### src/rtl/picture_writer.sv
// Rectangle pixel writer: turns a row-major valid/ready pixel stream into image-BRAM writes.
// Optional PICTURE_WRITER_TRANSPARENT_EN suppresses the write strobe for TRANSPARENT pixels.
module picture_writer #(
    parameter int              WIDTH       = 240,
    parameter int              HEIGHT      = 160,
    parameter int              ADDR_W      = 16,
    parameter int              DATA_W      = 8,
    parameter logic [DATA_W-1:0] TRANSPARENT = 8'h00
) (
    input  logic              pixel_clk_in,
    input  logic              rst_n_in,
    input  logic              start_in,
    input  logic [10:0]       dst_x_in,
    input  logic [9:0]        dst_y_in,
    input  logic [10:0]       rect_w_in,
    input  logic [9:0]        rect_h_in,
    input  logic              pix_valid_in,
    input  logic [DATA_W-1:0] pix_data_in,
    output logic              pix_ready_out,
    output logic              we_out,
    output logic [ADDR_W-1:0] addr_out,
    output logic [DATA_W-1:0] data_out,
    output logic              busy_out,
    output logic              done_out,
    output logic              err_out
);

    typedef enum logic [1:0] {IDLE, WRITE, DONE} state_t;

    typedef struct packed {
        logic [10:0] w;
        logic [9:0]  h;
    } rect_t;

    state_t            state_q, state_d;
    rect_t             rect_q, rect_d;
    logic [10:0]       col_q, col_d;
    logic [9:0]        row_q, row_d;
    logic [ADDR_W-1:0] row_base_q, row_base_d;
    logic              we_q, we_d;
    logic [ADDR_W-1:0] addr_q, addr_d;
    logic [DATA_W-1:0] data_q, data_d;
    logic              err_q, err_d;

    logic [11:0] sum_x;
    logic [10:0] sum_y;
    logic        reject;
    logic        skip;

`ifdef PICTURE_WRITER_TRANSPARENT_EN
    assign skip = (pix_data_in == TRANSPARENT);
`else
    logic unused_transparent;
    assign unused_transparent = ^TRANSPARENT;
    assign skip = 1'b0;
`endif

    // Widened sums so the bounds test cannot wrap.
    assign sum_x  = {1'b0, dst_x_in} + {1'b0, rect_w_in};
    assign sum_y  = {1'b0, dst_y_in} + {1'b0, rect_h_in};
    assign reject = (rect_w_in == '0) || (rect_h_in == '0) ||
                    (sum_x > 12'(WIDTH)) || (sum_y > 11'(HEIGHT));

    always_comb begin
        state_d    = state_q;
        rect_d     = rect_q;
        col_d      = col_q;
        row_d      = row_q;
        row_base_d = row_base_q;
        we_d       = 1'b0;
        addr_d     = addr_q;
        data_d     = data_q;
        err_d      = 1'b0;
        case (state_q)
            IDLE: begin
                if (start_in) begin
                    if (reject) begin
                        err_d = 1'b1;
                    end else begin
                        rect_d.w   = rect_w_in;
                        rect_d.h   = rect_h_in;
                        col_d      = '0;
                        row_d      = '0;
                        row_base_d = ADDR_W'(dst_y_in) * ADDR_W'(WIDTH) + ADDR_W'(dst_x_in);
                        state_d    = WRITE;
                    end
                end
            end
            WRITE: begin
                if (pix_valid_in) begin
                    we_d   = !skip;
                    addr_d = row_base_q + ADDR_W'(col_q);
                    data_d = pix_data_in;
                    if (col_q == rect_q.w - 11'd1) begin
                        col_d      = '0;
                        row_d      = row_q + 10'd1;
                        row_base_d = row_base_q + ADDR_W'(WIDTH);
                        if (row_q == rect_q.h - 10'd1) state_d = DONE;
                    end else begin
                        col_d = col_q + 11'd1;
                    end
                end
            end
            DONE:    state_d = IDLE;
            default: state_d = IDLE;
        endcase
    end

    always_ff @(posedge pixel_clk_in or negedge rst_n_in) begin
        if (!rst_n_in) begin
            state_q    <= IDLE;
            rect_q     <= '0;
            col_q      <= '0;
            row_q      <= '0;
            row_base_q <= '0;
            we_q       <= 1'b0;
            addr_q     <= '0;
            data_q     <= '0;
            err_q      <= 1'b0;
        end else begin
            state_q    <= state_d;
            rect_q     <= rect_d;
            col_q      <= col_d;
            row_q      <= row_d;
            row_base_q <= row_base_d;
            we_q       <= we_d;
            addr_q     <= addr_d;
            data_q     <= data_d;
            err_q      <= err_d;
        end
    end

    assign pix_ready_out = (state_q == WRITE);
    assign busy_out      = (state_q != IDLE);
    assign done_out      = (state_q == DONE);
    assign we_out        = we_q;
    assign addr_out      = addr_q;
    assign data_out      = data_q;
    assign err_out       = err_q;

endmodule

### config.mk
export PLATFORM = sky130hd
export DESIGN_NAME = picture_writer
export DESIGN_NICKNAME = d
export VERILOG_FILES = /design/src/rtl/picture_writer.sv
export SDC_FILE = /design/constraint.sdc
export NUM_CORES = 1
export LEC_CHECK = 0
export ABC_AREA = 1
export BUFFER_PORTS_ARGS = -buffer_cell sky130_fd_sc_hd__buf_2
export CAP_MARGIN = 30
export CORE_UTILIZATION = 65
export DETAILED_ROUTE_END_ITERATION = 8
export GPL_TIMING_DRIVEN = 0
export PLACE_DENSITY = 0.89
export SYNTH_ARGS = -nofsm -noshare
export SYNTH_HDL_FRONTEND = slang
export SYNTH_SLANG_ARGS = --single-unit
### constraint.sdc
create_clock -name pixel_clk_in -period 4.4 [get_ports pixel_clk_in]
set_clock_uncertainty 0.2 [all_clocks]
set_input_delay 0.66 -clock pixel_clk_in [delete_from_list [all_inputs] [get_ports pixel_clk_in]]
set_output_delay 0.66 -clock pixel_clk_in [all_outputs]
set_load 0.005 [all_outputs]
==> results of run 1 <==
-- worst max-delay path, delay by kind of cell --
family	cells	cell delay, ns
AOI/OAI and AO/OA	2	0.24
xor gates and xnor gates	1	0.16
adders and majority gates	4	1.68
buffers and inverters	5	0.44
and+or+nand+nor	11	1.01
-- flip-flops by register name, indices dropped and copies added, names as in the netlist --
signal	count
row_base_q	16
state_q	2
rect_q	21
we_out	1
err_out	1
data_out	8
col_q	11
row_q	10
addr_out	16
-- Yosys cell counts, types with 3 or more instances --
cell type	n
inv_1	177
nor3_1	17
nor2_2	3
nor3b_1	3
buf_4	4
a21oi_1	42
xnor3_1	3
a31oi_1	3
nand2_2	30
nand3_2	5
o21ai_0	36
nor2_1	78
o31ai_1	5
or2_2	3
nand3b_1	8
buf_6	9
o21bai_1	4
nand2_1	328
dfrtp_1	86
o21ai_2	36
nand4_1	34
xnor2_1	15
nand2_4	3
buf_2	4
xor2_1	33
clkbuf_1	8
nand3_1	77
ha_1	57
fa_1	21
-- cell type report --
type                    count  area share, %
plain buffers              25           1.97
clock buffers              12           2.79
clock inverters             4          0.585
inverters                 179           7.35
multi-input cells         866           56.7
flip-flops and latches     86           23.4
well taps                 168           2.29
repair buffers             85           4.95
-- power by group through the flow --
| stage | Combinational [mW] | Clock (mW) | Sequential [mW] |
|---|---|---|---|
| final | 2.81 | 0.796 | 1.35 |
| after global routing | 3.17 | 0.839 | 1.39 |
| after CTS | 2.75 | 0.796 | 1.35 |
| after detailed placement | 2.71 | 0 | 1.36 |
| after global placement | 2.59 | 0 | 1.34 |
| after floorplan | 2.09 | 0 | 1.30 |
-- per-stage QoR --
| stage | total power, mW | hold slack [ns] | instances | utilization (%) |
|---|---|---|---|---|
| after floorplan | 3.38 | 0.164 | 1156 | - |
| after global placement | 3.93 | 0.257 | 1406 | 72.6 |
| after detailed placement | 4.07 | 0.264 | 1407 | 72.8 |
| after CTS | 4.89 | 0.0706 | 1423 | 75.4 |
| after global routing | 5.41 | 0.0856 | 1425 | 75.6 |
| final | 4.96 | 0.0593 | 1425 | 75.6 |
-- final timing paths --
check	startpoint	depth (start not counted)	slack [ns]	end
max	dst_y_in[4]	23	0.29	row_base_q[15]$_DFFE_PN0P_
min	rst_n_in	1	0.06	addr_out[1]$_DFFE_PN0P_
max reg2reg	col_q[2]$_DFFE_PN0P_	11	1.77	addr_out[13]$_DFFE_PN0P_
min reg2reg	data_out[0]$_DFFE_PN0P_	2	0.27	data_out[0]$_DFFE_PN0P_
max in group asynchronous	rst_n_in	2	3.33	rect_q[0]$_DFFE_PN0P_
min in group pixel_clk_in	data_out[0]$_DFFE_PN0P_	2	0.27	data_out[0]$_DFFE_PN0P_
-- repair_timing --
item	4_1_cts	5_1_grt
buffers inserted	0	2
resized for setup	0	5
setup endpoints to repair	0	5
-- placed cells by master, fill, tap and decap left out, types with 7 or more instances in the layout --
| cell | n |
|---|---|
| buf_4 | 7 |
| nand2_1 | 328 |
| clkbuf_16 | 9 |
| nor3_1 | 17 |
| buf_6 | 9 |
| nor2_1 | 76 |
| o21ai_2 | 36 |
| nand2_2 | 30 |
| a21oi_1 | 42 |
| o21ai_0 | 36 |
| dfrtp_1 | 86 |
| fa_1 | 21 |
| nand3_1 | 77 |
| buf_2 | 85 |
| clkbuf_1 | 9 |
| nand3b_1 | 8 |
| xor2_1 | 33 |
| xnor2_1 | 15 |
| inv_1 | 175 |
| nand4_1 | 34 |
| ha_1 | 56 |
-- per-layer routing --
metal / track usage [%] / up-vias / wire [µm]
met4: 12.9 / 0 / 609
met3: 4.92 / 57 / 1250
li1: - / 3912 / -
met1: 39.5 / 3519 / 8380
met5: 0 / - / 0
met2: 54.5 / 303 / 9370
-- kinds of logic (layout without fill, tap and decap cells) --
logic type | count (synthesis) | after routing | share of synthesized area [%]
DFF | 86 | 86 | 26.2
and+or+nand+nor | 598 | 598 | 32.8
xor gates and xnor gates | 51 | 51 | 5.95
AOI/OAI and AO/OA | 139 | 139 | 10.9
buffers and inverters | 204 | 305 | 10.4
adders and majority gates | 78 | 78 | 13.8
==> run summary, run 1 <==
Worst Max-Slew Pin Slew - 0.555 ns
Largest net degree at the start of global routing - 55
Vias - 7791
First-pass GRT wire length - 33000 µm
CP endpoint kind - flop
Yosys top cell area share - 26.2%
# nets final - 1384
Final setup viols - 0
Area leader, netlist - dfrtp_1
Die X - 114 µm
Asr flop ratio synth - 100%
Final worst path period need - 4.11 ns
Vias/cell - 5.47
Clk buf depth - 2
Prevailing post-synth register cell - dfrtp_1
Psw - 2.31 mW
Peak Freq - 244 MHz
Share of layout cells above drive strength 1 - 16.7%
Syn avg cell area - 7.10 µm²
Clk_lat worst skew - 0.35 ns
Drt pass-1 iters - 7
Pwr Density - 539 mW/mm²
Pleak - 4.96 nW
Share of total power in combinational logic - 56.7%
Detailed router's first-iteration violation count - 553
Layout fillers - 937
Layout area overhead - 12.0%
Max incr delay on CP - 0.51 ns
Die ar. - 0.0131 mm²
Dominant cells by area after synthesis - dfrtp_1, nand2_1, ha_1
Number of port buffers - 82
Most used cell along the critical path - nand2_1
# Max-Cap Violations - 0
Sequential-to-total area share from yosys stat - 26.2%
Post-Syn Area - 0.00821 mm²
Die Y - 114 µm
Hold Buf Count CTS - 0
ANT nets after route - 0
Routed Wire Length - 19600 µm
HP Class - in -> async
Initial Util - 67.5%
Reg power frac - 27.3%
Hold Violations, Final - 0
Multi-input combinational cell area - 0.00521 mm²
# rows - 40
Dpl cell area - 0.00886 mm²
GPL Wtd Cong - 0.909
CTS root buffer - clkbuf_16
Switching share of total power - 46.6%
Clock transition at path regs - 0.06 ns
Final Cell Area - 0.00919 mm²
Synthesized flop and latch total - 86
Critical Path Fanout Max - 5
Clock buffer count from CTS - 9
Peak VDD IR - 0.281 mV
Netlist cell types - 47
Max Slew Vio Count - 0
Post-DP HPWL - 15600 µm
Worst setup SP type - input pin
Net count after synthesis - 1288
Core ar. - 0.0122 mm²
I/O pin count - 83
CTS tree - done
YS warnings - 0
Internal power - 2.65 mW
Post-placement setup slack - -0.139 ns
Worst EP arrival - 4.19 ns
Clk pwr share - 16.0%
Worst relative slew slack - 62.6%
Critical Path RT - 4.49 ns
Crit Path Category - in -> reg
Period utilization - 93.3%
DR WL/cell - 13.8 µm
Antenna violations before repair - 0
H-tree Lvls - 3
Status - finished, final reports clean
RSZ-0062 raised after global routing - false
Remaining Overflow, GRT - 0
Setup TNS Final - 0 ns
Diode count - 0
GRT Total Usage - 31.5%
Final WS setup - 0.294 ns
Reg area - 0.00215 mm²
Slowest-stage cell, CP - fa_1
Crit path cell chain - buf_2 > clkinvlp_4 > fa_1 > fa_1 > inv_1 > ha_1 > nand2_1 > inv_1 > nand2_1 > nand3_1 > xnor2_1 > inv_1 > ha_1 > nand2_1 > o21ai_0 > a21oi_1 > nor2_2 > nand3_1 > nand2_1 > nand3_1 > nand2_1 > nand4_1 > nand2_1
Syn Inst Count - 1156
CTS Sinks - 86
Vias in the first global route - 7342
Post-synth EDFFs - 0
DRC Markers - 0
No activity file was read; power rests on OpenSTA's default activity.
==> run 2: changes to the inputs <==
--- a/config.mk
+++ b/config.mk
@@ -5,7 +5,7 @@
 export SDC_FILE = /design/constraint.sdc
 export NUM_CORES = 1
 export LEC_CHECK = 0
-export ABC_AREA = 1
+export ABC_AREA = 0
 export BUFFER_PORTS_ARGS = -buffer_cell sky130_fd_sc_hd__buf_2
 export CAP_MARGIN = 30
 export CORE_UTILIZATION = 65
==> run summary, run 2 <==
Reg power frac - 31.8%
Die Y - 108 µm
Peak Freq - 236 MHz
Synth cell count leaders - dfrtp_1, nand2_1, o21ai_0
Share of layout cells above drive strength 1 - 19.8%
Routed Wire Length - 18000 µm
CTS tree - done
Reg-to-Reg End - row_base_q[11]$_DFFE_PN0P_
GPL Wtd Cong - 0.890
Hold Buf Count CTS - 0
Slowest-stage cell, CP - fa_1
Drt pass-1 iters - 6
Die X - 108 µm
Net count after synthesis - 927
GRT Total Usage - 31.5%
Period utilization - 96.4%
Detailed router's first-iteration violation count - 482
Yosys top cell area share - 29.4%
Multi-input combinational cell area - 0.00486 mm²
Compound-Gate Fraction of Synth Area - 17.7%
Max reg flops - 21
Clock buffer count from CTS - 9
# nets final - 1024
Netlist cell types - 73
DRC Markers - 0
Remaining Overflow, GRT - 0
ANT nets after route - 0
Reg2reg setup slack - 0.85 ns
Reg area - 0.00215 mm²
Non-Filler Instances - 1037
Dominant cells by area after synthesis - dfrtp_1, ha_1, fa_1
Core ar. - 0.0109 mm²
Psw - 1.52 mW
Syn Inst Count - 795
YS warnings - 0
Worst Setup EP - row_base_q[15]$_DFFE_PN0P_
Post-Synth Adder-Cell Area - 15.5%
Sequential-to-total area share from yosys stat - 29.4%
Largest family of logic cells by synthesized area - compound AO/OA/AOI/OAI gates
CTS root buffer - clkbuf_8
Status - finished, final reports clean
Max Slew Vio Count - 0
Worst reg2reg path startpoint - rect_q[10]$_DFFE_PN0P_
Vias - 6388
Most used cell along the critical path - inv_1
Most frequent cell after synthesis - dfrtp_1
Most flops, register - rect_q
DR WL/cell - 17.3 µm
Worst setup SP type - input pin
# rows - 38
Share of total power in combinational logic - 52.3%
Initial Util - 67.3%
CTS Sinks - 86
Simple-gate share of the synthesized area - 16.9%
Clk pwr share - 15.9%
Internal power - 2.13 mW
Synthesized flop and latch total - 86
Final worst path period need - 4.24 ns
Pwr Density - 444 mW/mm²
Worst Max-Slew Pin Slew - 0.724 ns
I/O pin count - 83
Syn avg cell area - 9.21 µm²
# Max-Cap Violations - 0
Largest net degree at the start of global routing - 57
Asr flop ratio synth - 100%
Crit Path Category - in -> reg
Setup crit start - dst_y_in[4]
Peak VDD IR - 0.228 mV
Prevailing post-synth register cell - dfrtp_1
Post-DP HPWL - 13400 µm
Worst relative slew slack - 51.7%
Antenna violations before repair - 0
HP Class - in -> async
Critical Path Fanout Max - 4
XOR/XNOR Fraction of Synth Area - 7.41%
CP endpoint kind - flop
Number of port buffers - 82
Pleak - 4.02 nW
Multiplexer share of the synthesized area - 8.28%
Diode count - 0
Switching share of total power - 41.7%
Worst EP arrival - 4.32 ns
Post-Syn Area - 0.00733 mm²
Critical Path RT - 4.48 ns
Layout area overhead - 12.0%
Clock transition at path regs - 0.09 ns
Die ar. - 0.0117 mm²
H-tree Lvls - 3
Post-synth EDFFs - 0
Placed insts - 1018
Final setup viols - 0
Final Cell Area - 0.00820 mm²
Crit path cell chain - buf_2 > inv_1 > fa_1 > fa_1 > inv_1 > ha_1 > inv_1 > o21bai_1 > xor2_1 > ha_1 > o2111ai_2 > a311oi_2 > nand3_2 > mux2i_1 > o31a_1 > a21o_1
Max incr delay on CP - 0.51 ns
Dpl cell area - 0.00794 mm²
First-pass GRT wire length - 28400 µm
Area leader, netlist - dfrtp_1
Clk buf depth - 2
Register-to-Register Path Depth - 12
Vias/cell - 6.16
Hold Violations, Final - 0
Clk_lat worst skew - 0.37 ns
Vias in the first global route - 5979
Commonest cells after routing, fill and taps aside - buf_2, dfrtp_1, nand2_1, o21ai_0, ha_1
Layout fillers - 755
[run 2: stage by stage]
step                      TNS, ns  hold WS (ns)  util [%]  power, mW  setup slack (ns)
after floorplan                 0         0.164         -       2.46            0.0354
after global placement     -0.432         0.257      72.7       2.86            -0.403
after detailed placement   -0.526         0.265      72.9       2.94            -0.451
after CTS                       0        0.0313      75.0       3.58            0.0134
after global routing      -0.0237        0.0457      75.3       3.90           -0.0237
final                           0        0.0127      75.3       3.64             0.160
[run 2: cells by family (layout without fill, tap and decap cells)]
| logic type | count (synthesis) | count (layout) |
|---|---|---|
| flops | 86 | 86 |
| simple gates | 238 | 238 |
| buf+inv | 82 | 184 |
| xor+xnor | 62 | 62 |
| mux | 47 | 47 |
| compound gates | 202 | 202 |
| fa+ha+maj | 78 | 78 |
[run 2: area by class of cell]
cell class	count	share of cell area [%]
plain buffers	24	1.68
inverters	58	2.65
clock buffers	10	1.68
clock inverters	6	0.747
flip-flops and latches	86	26.2
well taps	140	2.14
multi-input cells	627	59.2
repair buffers	86	5.64
[run 2: how the worst min path moves through the flow]
stage / startpoint / to / slack (ns)
after global placement: addr_out[8]$_DFFE_PN0P_ / addr_out[8]$_DFFE_PN0P_ / 0.26
after CTS: rst_n_in / addr_out[11]$_DFFE_PN0P_ / 0.03
final: rst_n_in / addr_out[11]$_DFFE_PN0P_ / 0.01
after detailed placement: addr_out[13]$_DFFE_PN0P_ / addr_out[13]$_DFFE_PN0P_ / 0.26
after global routing: rst_n_in / addr_out[7]$_DFFE_PN0P_ / 0.05
after floorplan: rst_n_in / addr_out[0]$_DFFE_PN0P_ / 0.16
[run 2: what timing repair did]
item,4_1_cts,5_1_grt
pin swaps,2,3
buffers inserted,2,1
endpoints found under the hold margin,0,0
setup endpoints to repair,1,2
gates resized for setup,2,7
[run 2: power groups by stage]
stage                     sequential, mW  combinational [mW]  clock [mW]
final                               1.16                1.91       0.581
after global routing                1.18                2.10       0.611
after CTS                           1.15                1.84       0.584
after detailed placement            1.17                1.77           0
after global placement              1.15                1.71           0
after floorplan                     1.14                1.32           0
[run 2: critical path: cells and delay by family]
| kind | cells | cell delay [ns] |
|---|---|---|
| mux | 1 | 0.16 |
| fa+ha+maj | 4 | 1.65 |
| xor+xnor | 1 | 0.16 |
| buf+inv | 4 | 0.47 |
| simple gates | 1 | 0.15 |
| compound gates | 5 | 1.06 |
[run 2: routing by layer]
| metal | vias to the layer above | global-route usage [%] | share of wire, % |
|---|---|---|---|
| met5 | - | 0 | 0 |
| met4 | 0 | 14.1 | 3.4 |
| met3 | 51 | 2.47 | 6.3 |
| met2 | 287 | 53.1 | 47 |
| met1 | 3013 | 41.5 | 43 |
| li1 | 3037 | - | - |
==> run 3: changes to the inputs <==
--- a/config.mk
+++ b/config.mk
@@ -7,11 +7,12 @@
 export LEC_CHECK = 0
 export ABC_AREA = 0
 export BUFFER_PORTS_ARGS = -buffer_cell sky130_fd_sc_hd__buf_2
-export CAP_MARGIN = 30
+export CAP_MARGIN = 20
 export CORE_UTILIZATION = 65
 export DETAILED_ROUTE_END_ITERATION = 8
 export GPL_TIMING_DRIVEN = 0
-export PLACE_DENSITY = 0.89
+export PLACE_DENSITY = 0.87
+export SLEW_MARGIN = 20
 export SYNTH_ARGS = -nofsm -noshare
 export SYNTH_HDL_FRONTEND = slang
 export SYNTH_SLANG_ARGS = --single-unit
==> run summary, run 3 (synthesized netlist as in run 2, its figures left out) <==
Peak VDD IR - 0.264 mV
Initial Util - 67.3%
Total Power - 3.65 mW
Core ar. - 0.0109 mm²
CTS Sinks - 86
ANT nets after route - 0
GPL Wtd Cong - 0.963
Peak Freq - 231 MHz
Die Y - 108 µm
# nets final - 1028
Final Cell Area - 0.00827 mm²
# Max-Cap Violations - 0
Max reg flops - 21
Status - finished, final reports clean
Final WS setup - 0.0789 ns
Reg2reg setup slack - 0.59 ns
GRT Total Usage - 31.6%
Post-placement setup slack - -0.428 ns
Remaining Overflow, GRT - 0
Vias in the first global route - 6182
Reg-to-Reg End - row_base_q[4]$_DFFE_PN0P_
Critical Path Fanout Max - 4
Clock transition at path regs - 0.09 ns
H-tree Lvls - 3
CTS root buffer - clkbuf_8
Worst Max-Slew Pin Slew - 0.698 ns
Die ar. - 0.0117 mm²
Period utilization - 98.2%
Clk buf depth - 2
Final setup viols - 0
Post-DP HPWL - 13900 µm
Diode count - 0
Antenna violations before repair - 0
Worst setup SP type - input pin
Register-to-Register Path Depth - 11
Critical Path RT - 4.46 ns
First-pass GRT wire length - 29000 µm
Share of layout cells above drive strength 1 - 20.4%
RSZ-0062 raised after global routing - true
DR WL/cell - 17.4 µm
Commonest non-fill, non-tap cell in the layout - dfrtp_1
# rows - 38
Layout area overhead - 12.8%
Worst reg2reg path startpoint - rect_q[10]$_DFFE_PN0P_
DRC Markers - 0
Max Slew Vio Count - 0
Crit path cell chain - buf_12 > fa_2 > fa_1 > fa_2 > a21oi_2 > o21bai_1 > xor2_1 > ha_1 > o2111ai_2 > a311oi_2 > nand3_1 > mux2i_1 > o31a_1 > a21o_1
CP endpoint kind - flop
I/O pin count - 83
Clock buffer count from CTS - 9
Most flops, register - rect_q
Detailed router's first-iteration violation count - 491
Max incr delay on CP - 0.59 ns
Worst EP arrival - 4.38 ns
Slowest-stage cell, CP - fa_2
Layout fillers - 746
Routed Wire Length - 18100 µm
Crit Path Category - in -> reg
Dpl cell area - 0.00794 mm²
Hold_ws - 0.0762 ns
Vias/cell - 6.26
Hold Buf Count CTS - 0
Die X - 108 µm
Pleak - 4.05 nW
Final worst path period need - 4.32 ns
Setup TNS Final - 0 ns
Most used cell along the critical path - fa_2
Largest net degree at the start of global routing - 48
Commonest cells after routing, fill and taps aside - dfrtp_1, buf_2, nand2_1, o21ai_0, ha_1
Hold Violations, Final - 0
CTS tree - done
Worst relative slew slack - 53.5%
Pwr Density - 442 mW/mm²
Clk_lat worst skew - 0.36 ns
HP Class - in -> async
Vias - 6512
Drt pass-1 iters - 5
Number of port buffers - 82
-- run 3: repair_timing --
item                       4_1_cts  5_1_grt
setup buffers                    0        7
gates resized for setup          1       20
pin swaps                        0       14
cloned                           0        0
setup endpoints to repair        1        1
-- run 3: per-layer routing --
layer | share of wire [%] | wire length (µm) | GRT usage [%]
met3 | 8.0 | 1440 | 5.49
met2 | 49 | 8810 | 53.2
met4 | 2.0 | 359 | 10.7
met5 | 0 | 0 | 0
met1 | 41 | 7510 | 40.9
-- run 3: through the flow --
stage	instances	utilization, %
2_1_floorplan	795	-
3_3_place_gp	1017	72.7
3_5_place_dp	1018	72.9
4_1_cts	1034	74.9
5_1_grt	1041	75.9
6_report	1041	75.9
-- run 3: area by class of cell --
cell class | count | area (µm²) | area share [%]
clock buffers | 11 | 151 | 1.83
flip-flops and latches | 86 | 2150 | 26.0
repair buffers | 90 | 517 | 6.25
clock inverters | 5 | 56.3 | 0.681
plain buffers | 24 | 138 | 1.66
inverters | 58 | 221 | 2.68
well taps | 140 | 175 | 2.12
multi-input cells | 627 | 4860 | 58.7
-- run 3: critical path: cells and delay by family --
kind                       cells  cell delay [ns]
adders and majority gates      4             1.81
AOI/OAI and AO/OA              6             1.26
xor gates and xnor gates       1             0.19
and+or+nand+nor                1             0.19
muxes                          1             0.16
buffers and inverters          1             0.11
-- run 3: where the power goes --
group	leakage [nW]	internal [mW]	total (mW)	switching, mW
Clock	0.106	0.294	0.596	0.302
Sequential	1.13	0.987	1.16	0.176
Combinational	2.81	0.862	1.90	1.03
Total	4.05	2.14	3.65	1.51
-- run 3: worst max path at each step --
stage,startpoint,to,cells after the start
detailed placement,dst_y_in[1],row_base_q[15]$_DFFE_PN0P_,16
finish,dst_y_in[1],row_base_q[15]$_DFFE_PN0P_,14
CTS,dst_y_in[1],row_base_q[15]$_DFFE_PN0P_,16
floorplan,dst_y_in[3],row_base_q[15]$_DFFE_PN0P_,15
global placement,dst_y_in[1],row_base_q[15]$_DFFE_PN0P_,16
global route,dst_y_in[1],row_base_q[15]$_DFFE_PN0P_,14
